==> config.mk <==
export PLATFORM = sky130hd
export DESIGN_NAME = ccff_chain_loader
export DESIGN_NICKNAME = d
export VERILOG_FILES = /design/src/rtl/ccff_loader_pkg.sv /design/src/rtl/ccff_word_serializer.sv /design/src/rtl/ccff_chain_loader.sv
export SDC_FILE = /design/constraint.sdc
export NUM_CORES = 1
export LEC_CHECK = 0
export BUFFER_PORTS_ARGS = -buffer_cell sky130_fd_sc_hd__clkbuf_2
export CORE_MARGIN = 2
export CORE_UTILIZATION = 50
export DETAILED_ROUTE_END_ITERATION = 7
export PLACE_DENSITY = 0.74
export SYNTH_ARGS = -nofsm -noshare
export SYNTH_HDL_FRONTEND = slang
export SYNTH_SLANG_ARGS = --single-unit
==> constraint.sdc <==
create_clock -name prog_clk -period 2.25 [get_ports prog_clk]
set_clock_uncertainty 0.1 [all_clocks]
set_input_delay 0.3375 -clock prog_clk [delete_from_list [all_inputs] [get_ports prog_clk]]
set_output_delay 0.3375 -clock prog_clk [all_outputs]
set_load 0.02 [all_outputs]
==> src/rtl/ccff_loader_pkg.sv <==
`default_nettype none
// ============================================================================
// Module   : ccff_loader_pkg
// Purpose  : Shared types, default marker and word-count helpers for the loader.
// Revision : 1.0
// ============================================================================
package ccff_loader_pkg;

    typedef enum logic [2:0] {
        ST_IDLE   = 3'd0,
        ST_MARKER = 3'd1,
        ST_FETCH  = 3'd2,
        ST_SHIFT  = 3'd3,
        ST_DONE   = 3'd4,
        ST_ERROR  = 3'd5
    } state_t;

    localparam int         c_DEFAULT_MARKER_LEN = 8;
    localparam logic [7:0] c_DEFAULT_MARKER     = 8'hA5;

    function automatic int words_needed(input int chain_len, input int word_w);
        return (chain_len + word_w - 1) / word_w;
    endfunction

    // A zero remainder means the final word is consumed in full.
    function automatic int last_word_bits(input int chain_len, input int word_w);
        return ((chain_len % word_w) == 0) ? word_w : (chain_len % word_w);
    endfunction

endpackage
`default_nettype wire

==> src/rtl/ccff_word_serializer.sv <==
`default_nettype none
// ============================================================================
// Module   : ccff_word_serializer
// Purpose  : Holds one configuration word and hands it out LSB-first.
// Revision : 1.0
// ============================================================================
module ccff_word_serializer #(
    parameter  int WORD_W = 32,
    localparam int NB_W   = $clog2(WORD_W + 1)
) (
    input  logic              clk,
    input  logic              rst,
    input  logic              load,
    input  logic [WORD_W-1:0] word,
    input  logic [NB_W-1:0]   nbits,
    input  logic              shift,
    output logic              bit_out,
    output logic              empty
);

    logic [WORD_W-1:0] r_sr;
    logic [NB_W-1:0]   r_left;

    // load together with shift means bit 0 was consumed directly from the word
    always_ff @(posedge clk or posedge rst) begin
        if (rst) begin
            r_sr   <= '0;
            r_left <= '0;
        end else if (load) begin
            r_sr   <= shift ? (word >> 1) : word;
            r_left <= shift ? (nbits - NB_W'(1)) : nbits;
        end else if (shift && (r_left != '0)) begin
            r_sr   <= r_sr >> 1;
            r_left <= r_left - NB_W'(1);
        end
    end

    assign bit_out = r_sr[0];
    assign empty   = (r_left == '0);

endmodule
`default_nettype wire

==> src/rtl/ccff_chain_loader.sv <==
`default_nettype none
// ============================================================================
// Module   : ccff_chain_loader
// Purpose  : Streams a marker plus configuration words into a ccff chain and
//            verifies the marker as it emerges at the tail.
// Revision : 1.0
// ============================================================================
module ccff_chain_loader
    import ccff_loader_pkg::*;
#(
    parameter  int                    CHAIN_LEN  = 1024,
    parameter  int                    WORD_W     = 32,
    parameter  int                    MARKER_LEN = c_DEFAULT_MARKER_LEN,
    parameter  logic [MARKER_LEN-1:0] MARKER     = c_DEFAULT_MARKER,
    localparam int                    CNT_W      = $clog2(CHAIN_LEN + MARKER_LEN + 1)
) (
    input  logic              prog_clk,
    input  logic              prog_reset,
    input  logic              start,
    input  logic              abort,
    input  logic [WORD_W-1:0] cfg_data,
    input  logic              cfg_valid,
    output logic              cfg_ready,
    output logic              ccff_head,
    output logic              ccff_shift_en,
    input  logic              ccff_tail,
    output logic              isol_n,
    output logic              busy,
    output logic              done,
    output logic              error,
    output logic [CNT_W-1:0]  shift_count
);

    localparam int c_WORDS = words_needed(CHAIN_LEN, WORD_W);
    localparam int c_WC_W  = $clog2(c_WORDS + 1);
    localparam int c_NB_W  = $clog2(WORD_W + 1);
    localparam int c_MK_IW = $clog2(MARKER_LEN);

    localparam logic [c_NB_W-1:0] c_FULL_BITS  = c_NB_W'(WORD_W);
    localparam logic [c_NB_W-1:0] c_LAST_BITS  = c_NB_W'(last_word_bits(CHAIN_LEN, WORD_W));
    localparam logic [c_WC_W-1:0] c_LAST_WORD  = c_WC_W'(c_WORDS - 1);
    localparam logic [CNT_W-1:0]  c_MK_LAST    = CNT_W'(MARKER_LEN - 1);
    localparam logic [CNT_W-1:0]  c_CHK_FIRST  = CNT_W'(CHAIN_LEN);
    localparam logic [CNT_W-1:0]  c_LAST_SHIFT = CNT_W'(CHAIN_LEN + MARKER_LEN - 1);

    state_t              r_state;
    state_t              w_state_nxt;
    logic                r_head;
    logic                r_shift_en;
    logic                r_mismatch;
    logic [CNT_W-1:0]    r_count;
    logic [c_WC_W-1:0]   r_words;

    logic                w_head_nxt;
    logic                w_shift_en_nxt;
    logic                w_clear;
    logic                w_ser_load;
    logic                w_ser_shift;
    logic                w_ser_bit;
    logic                w_ser_empty;
    logic                w_chk_fail;
    logic                w_mismatch_now;
    logic [c_MK_IW-1:0]  w_mk_chk_idx;
    logic [c_MK_IW-1:0]  w_mk_next_idx;
    logic [c_NB_W-1:0]   w_nbits;

    ccff_word_serializer #(
        .WORD_W (WORD_W)
    ) u_ser (
        .clk     (prog_clk),
        .rst     (prog_reset),
        .load    (w_ser_load),
        .word    (cfg_data),
        .nbits   (w_nbits),
        .shift   (w_ser_shift),
        .bit_out (w_ser_bit),
        .empty   (w_ser_empty)
    );

    // The marker leaves the tail during the final MARKER_LEN shifts of a load.
    assign w_mk_chk_idx   = c_MK_IW'(r_count - c_CHK_FIRST);
    assign w_mk_next_idx  = c_MK_IW'(r_count + CNT_W'(1));
    assign w_chk_fail     = r_shift_en && (r_count >= c_CHK_FIRST) && (r_count <= c_LAST_SHIFT)
                            && (ccff_tail != MARKER[w_mk_chk_idx]);
    assign w_mismatch_now = r_mismatch || w_chk_fail;
    assign w_nbits        = (r_words == c_LAST_WORD) ? c_LAST_BITS : c_FULL_BITS;

    always_comb begin
        w_state_nxt    = r_state;
        w_head_nxt     = 1'b0;
        w_shift_en_nxt = 1'b0;
        w_clear        = 1'b0;
        w_ser_load     = 1'b0;
        w_ser_shift    = 1'b0;
        case (r_state)
            ST_IDLE, ST_DONE, ST_ERROR: begin
                if (start && !abort) begin
                    w_clear        = 1'b1;
                    w_state_nxt    = ST_MARKER;
                    w_shift_en_nxt = 1'b1;
                    w_head_nxt     = MARKER[0];
                end
            end
            ST_MARKER: begin
                if (abort) begin
                    w_state_nxt = ST_IDLE;
                end else if (r_count == c_MK_LAST) begin
                    w_state_nxt = ST_FETCH;
                end else begin
                    w_shift_en_nxt = 1'b1;
                    w_head_nxt     = MARKER[w_mk_next_idx];
                end
            end
            ST_FETCH: begin
                if (abort) begin
                    w_state_nxt = ST_IDLE;
                end else if (cfg_valid) begin
                    w_ser_load     = 1'b1;
                    w_ser_shift    = 1'b1;
                    w_shift_en_nxt = 1'b1;
                    w_head_nxt     = cfg_data[0];
                    w_state_nxt    = ST_SHIFT;
                end
            end
            ST_SHIFT: begin
                if (abort) begin
                    w_state_nxt = ST_IDLE;
                end else if (r_count == c_LAST_SHIFT) begin
                    w_state_nxt = w_mismatch_now ? ST_ERROR : ST_DONE;
                end else if (w_ser_empty) begin
                    w_state_nxt = ST_FETCH;
                end else begin
                    w_ser_shift    = 1'b1;
                    w_shift_en_nxt = 1'b1;
                    w_head_nxt     = w_ser_bit;
                end
            end
            default: w_state_nxt = ST_IDLE;
        endcase
    end

    always_ff @(posedge prog_clk or posedge prog_reset) begin
        if (prog_reset) begin
            r_state    <= ST_IDLE;
            r_head     <= 1'b0;
            r_shift_en <= 1'b0;
            r_count    <= '0;
            r_mismatch <= 1'b0;
            r_words    <= '0;
        end else begin
            r_state    <= w_state_nxt;
            r_head     <= w_head_nxt;
            r_shift_en <= w_shift_en_nxt;
            if (w_clear)
                r_count <= '0;
            else if (r_shift_en)
                r_count <= r_count + CNT_W'(1);
            if (w_clear)
                r_mismatch <= 1'b0;
            else if (w_chk_fail)
                r_mismatch <= 1'b1;
            if (w_clear)
                r_words <= '0;
            else if (w_ser_load)
                r_words <= r_words + c_WC_W'(1);
        end
    end

    assign cfg_ready     = (r_state == ST_FETCH) && !abort;
    assign ccff_head     = r_head;
    assign ccff_shift_en = r_shift_en;
    assign shift_count   = r_count;
    assign busy          = (r_state == ST_MARKER) || (r_state == ST_FETCH) || (r_state == ST_SHIFT);
    assign done          = (r_state == ST_DONE);
    assign error         = (r_state == ST_ERROR);
    assign isol_n        = (r_state == ST_DONE);

endmodule
`default_nettype wire

# == Yosys cells after proc, flatten, opt, wreduce, memory -nomap -nowiden ==
# Memory sizes are Yosys's and may differ from the RTL's.
# Cells that the tools add are included.
# classes
add_sub_neg,3
n_reduce_logical,18
muxes,42
n_eq_ne,12
n_lt_le_gt_ge,4
# ops
operator,count
$mux W32,3
$mux W3,8
$mux W1,22
$mux W11,2
$mux W6,3
$pmux W3 S4,1
$add A11 B1 Y11 const B,1
$eq A11 B11 Y1 const B,1
$eq A11 B3 Y1 const B,1
$ge A11 B11 Y1 const B,1
$le A11 B11 Y1 const B,1
$lt A3 B4 Y1 const B,2
$pmux W1 S4,2
$eq A3 B2 Y1 const B,2
$eq A3 B3 Y1 const B,2
$logic_and A1 B1 Y1,6
$logic_not A6 Y1,1
$ne A3 B3 Y1 const B,2
$reduce_bool A2 Y1,3
$reduce_bool A6 Y1,1
$sub A6 B1 Y6 const B,1
$ne A4 B3 Y1 const B,1
$reduce_and A4 Y1,1
$eq A3 B1 Y1 const B,1
other kinds (8),10
# word_totals
inputBits,38
n_memories,2
out_inout_bits,18
regBits,55
rom_bits,16
word_cells,88
# memory_table
name,words,width,rd,rd_ports_with_merged_regs,write_ports,line_no,rtl
(no name shown),8,1,1,0,0,ccff_chain_loader.sv:111,w_head_nxt = MARKER[w_mk_next_idx];
(no name shown),8,1,1,0,0,ccff_chain_loader.sv:84,&& (ccff_tail != MARKER[w_mk_chk_idx]);

# == Depth between registers and ports, before layout ==
# logic_depth
ltp_word,10
ltp_mapped,8
mapped_depth_nobuf,6

# == Cells and area by module ==
# Synthesis repeated with hierarchy kept, for this count alone.
# hier_totals
hier_cells,333
area_unflattened_um2,3300.7
# modules_own_cells
mod,area_per_inst_um2,n_inst,cells_per_inst
ccff_word_serializer,2289.7,1,222
ccff_chain_loader,1011.0,1,111

# == Worst setup path after synthesis ==
# No wires, ideal clock.
# synth_path
path_kind,register -> register
startpoint,"register r_count[0], in the netlist shift_count[0]"
endpoint,"register r_shift_en, in the netlist ccff_shift_en"
period_less_slack_ns,2.043
setup_ns,0.139
path_stages_with_launch,6
required_time_ns,2.011
arrival_ns,1.804
slack_ns,0.207
cell_sequence,dfrtp_1 > ha_1 > nand4_2 > and2_4 > buf_6 > or4_4
# synth_between
elab_chain_cells,4
# synth_rtl
element,line_no,rtl
"start, declared",ccff_chain_loader.sv:51,logic [CNT_W-1:0] r_count;
"start signal, assigned",ccff_chain_loader.sv:157,r_count <= r_count + CNT_W'(1);
$eq A11 B11 Y1 or $eq A11 B3 Y1 (tied branches),"ccff_chain_loader.sv:128, ccff_chain_loader.sv:107",
$mux W1 (on tied branches),"ccff_chain_loader.sv:128, ccff_chain_loader.sv:107",
$mux W1 (on tied branches),"ccff_chain_loader.sv:126, ccff_chain_loader.sv:105",
$pmux W1 S4 (*),ccff_chain_loader.sv:95,case (r_state)
via w_shift_en_nxt,ccff_chain_loader.sv:55,logic w_shift_en_nxt;
"end signal, assigned",ccff_chain_loader.sv:153,r_shift_en <= w_shift_en_nxt;
"end, declared",ccff_chain_loader.sv:49,logic r_shift_en;
# The timed path passes the listed nets; every way through them passes the cells marked *.
# A chain may end at the register's enable or synchronous reset.

# == Worst setup path in the final report ==
# layout_path
startpoint,"register r_count[6], in the netlist shift_count[6]"
endpoint,register r_state[0]
# layout_between
elab_chain_cells,9
# layout_rtl
element,line_no,rtl
$ge A11 B11 Y1,ccff_chain_loader.sv:83,assign w_chk_fail = r_shift_en && (r_count >= c_CHK_FIRST) && (r_count <= c_LAST_SHIFT)
$logic_and A1 B1 Y1 (2 in a row),ccff_chain_loader.sv:83,
$logic_and A1 B1 Y1,ccff_chain_loader.sv:84,
$logic_or A1 B1 Y1,ccff_chain_loader.sv:85,assign w_mismatch_now = r_mismatch || w_chk_fail;
$mux W1,ccff_chain_loader.sv:129,w_state_nxt = w_mismatch_now ? ST_ERROR : ST_DONE;
$mux W3,ccff_chain_loader.sv:128,end else if (r_count == c_LAST_SHIFT) begin
$mux W3,ccff_chain_loader.sv:126,if (abort) begin
$pmux W3 S4,ccff_chain_loader.sv:95,
"end signal, assigned",ccff_chain_loader.sv:151,r_state <= w_state_nxt;
"end, declared",ccff_chain_loader.sv:46,state_t r_state;
# Several ways; a longest one is shown, not always the timed one.

==> summary.md <==
| Metric | Value |
|---|---|
| Top post-synthesis cells by area | dfrtp_1 (50%), a221o_1 (6.5%), nand3_1 (6.5%) |
| Hpwl dp | 4217 microns |
| Clock sink total | 55 |
| Synthesized Nets | 325 |
| Ys async rst share | 1.000 |
| CP endpoint kind | register |
| ANT nets after route | 0 |
| Largest net degree at the start of global routing | 37 |
| Critical path type | register to register |
| Synth Instances | 285 |
| Pleak | 1.641 nW |
| Final hold vios | 0 |
| Initial antenna violation count | 0 |
| Post-synth top cells | dfrtp_1 (55), nand3_1 (36), nand2_1 (26), nor2_1 (26), and3_1 (21) |
| Setup total negative slack | 0 ps |
| Worst Reg-to-Reg Cells | 5 |
| Setup bufs post-CTS | 0 |
| Post-synth cell types | 46 |
| RSZ-0062 raised after global routing | no |
| EDFF count, synth | 0 |
| CTS tree | done |
| Crit path max fanout | 7 |
| Vias/cell | 5.657 |
| Max Slew Vio Count | 0 |
| Area occupied by multi-input gates | 0.001275 sq mm |
| Root Buffer | clkbuf_8 |
| Vias in the first global route | 2240 |
| Syn Area/Cell | 9.746 sq um |
| Fin crit share | 0.9492 |
| Slew headroom | 0.6051 |
| MaxCap Viol Count | 0 |
| Final Worst Setup Slack | 114.4 ps |
| FF+latch count, synth | 55 |
| Worst Tran Pin Value | 591.4 ps |
| Routed wire length | 6038 microns |
| First-pass detailed-route iteration total | 4 |
| CTS Buffer Depth | 2 |
| Synth Cell Area | 0.002778 sq mm |
| Global-route wire length before repair | 10430 microns |
| Hold Path Class | input pin to register |
| Cells after DPL | 403 |
| Setup slack at placement | 162.9 ps |
| Drc violations | 0 |
| Top cell type's share of synthesized area | 0.4955 |
| Required @ worst endpoint | 2310 ps |
| Final-stage net count | 379 |
| Die area | 0.006168 sq mm |
| Via count | 2325 |
| Peak Freq | 468.2 MHz |
| Worst path arrival time | 2200 ps |
| Most numerous cell in the Yosys netlist | dfrtp_1 |
| GRT Util Overall | 0.2086 |
| Initial Util | 0.5107 |
| Routed len/inst | 14.69 microns |
| Sequential-to-total area share from yosys stat | 0.4955 |
| Pwr Density | 851.7 mW/mm^2 |
| Status | complete, no violations |
| Share of cells above drive strength 1 | 0.2448 |
| GRT overflow | 0 |
| Die Ht | 78.54 microns |
| DRT iter0 DRCs | 172 |
| Crit start category | register |
| Site row count | 27 |
| Core Region | 0.005439 sq mm |
| Ant diodes | 0 |
| # port buffers | 55 |
| Final cell count without fillers | 411 |
| Hold Crit Depth | 3 |
| Area Growth Syn to Fin | 18.06% |
| Warnings from Yosys | 0 |
| Final setup vio count | 0 |
| Prevailing post-synth register cell | dfrtp_1 |
| Placer Congestion | 0.8034 |
| CTS Buf Count | 5 |
| Reg clk slew, reported paths | 90 ps |
| Fin crit period | 2136 ps |
| Register Area | 0.001376 sq mm |
| Area leader, netlist | dfrtp_1 |
| Hold slack | 137.5 ps |
| VDD IR max | 0.4365 mV |
| Worst skew pair latency | 290 ps |
| I/O pin cnt | 56 |
| Filler cells | 484 |
| H-tree levels | 2 |
| Die Wd | 78.54 microns |
## through the flow
step           cell area [sq um]  power (mW)  utilization
6_report                    3279       2.793       0.6029
5_1_grt                     3279       2.998       0.6029
4_1_cts                     3277       2.814       0.6025
3_5_place_dp                3164       2.182       0.5818
3_3_place_gp                3164       2.154       0.5818
2_1_floorplan               2778       1.940            -
## what timing repair did
item                                    CTS  global route
hold endpoints to repair                  5             0
gates resized for setup                   0             1
endpoints found under the setup margin    0             1
hold buffers                              1             0
## cells in the final DEF, fill, tap and decap left out, types with 2 or more instances in the layout
cell type  instances
nor2_1            26
mux2i_1            2
xnor2_1            4
a221o_1           18
dfrtp_1           55
o31ai_1            2
or4_1              2
nor2b_1            3
nor3_1             4
a21oi_1            6
clkbuf_2          55
nand3_1           36
nand4_1            7
o21ai_0            6
and3_1            21
xor2_1             8
nand2b_1           3
nand2_1           25
or3_1              2
inv_1              7
clkbuf_8           5
ha_1               2
buf_4              8
and2_1             2
a31oi_1            3
buf_12             3
## report_power, final
group | switching, mW | internal (mW)
clock network | 0.298 | 0.327
registers | 0.192 | 1.21
logic | 0.400 | 0.370
## layer usage
layer  share of wire  global-route usage  wire [microns]  up-vias
li1                -                   -               -     1136
met1            0.48              0.3104            2924     1141
met2            0.47              0.3282            2852       46
met3           0.039             0.03218             233        2
met4          0.0046             0.03684              28        0
met5               0                   0               0        -
## layout make-up
type                    count  area share
multi-input cells         202      0.3888
repair buffers             67      0.1236
well taps                  72     0.02747
flip-flops and latches     55      0.4197
inverters                   8    0.009157
clock buffers               6     0.02213
clock inverters             1    0.009157
## cell families (layout without fill, tap and decap cells)
logic type,Yosys count,in the layout,share of synthesized area
AND/OR/NAND/NOR,144,144,0.2842
flip-flops,55,55,0.4955
AO/OA/AOI/OAI,42,42,0.1198
buffers and inverters,28,82,0.04640
XOR/XNOR,12,12,0.03784
adder cells (fa/ha/maj),2,2,0.009008
multiplexers,2,2,0.007207
## state kept, by name, indices dropped and copies added, names as in the netlist
name,flops
u_ser.r_sr,32
shift_count,11
u_ser.r_left,6
r_state,3
ccff_head,1
ccff_shift_en,1
r_mismatch,1
## final timing paths
check                                     from         endpoint  slack [ps]
worst max-delay path            shift_count[6]       r_state[0]         110
worst min-delay path              cfg_data[15]   u_ser.r_sr[14]         140
worst max register to register  shift_count[6]       r_state[0]         110
worst min register to register  u_ser.r_sr[23]   u_ser.r_sr[22]         410
max in group asynchronous           prog_reset    u_ser.r_sr[7]         930
min in group asynchronous           prog_reset  u_ser.r_left[1]         530
## critical path, cell delays in order, from the launching register on
cell	delay (ps)
dfrtp_1	480
or4_1	600
nor3_2	290
nor3_1	70
a2111oi_0	380
a31oi_1	80
(Power assumes the default switching activity.)
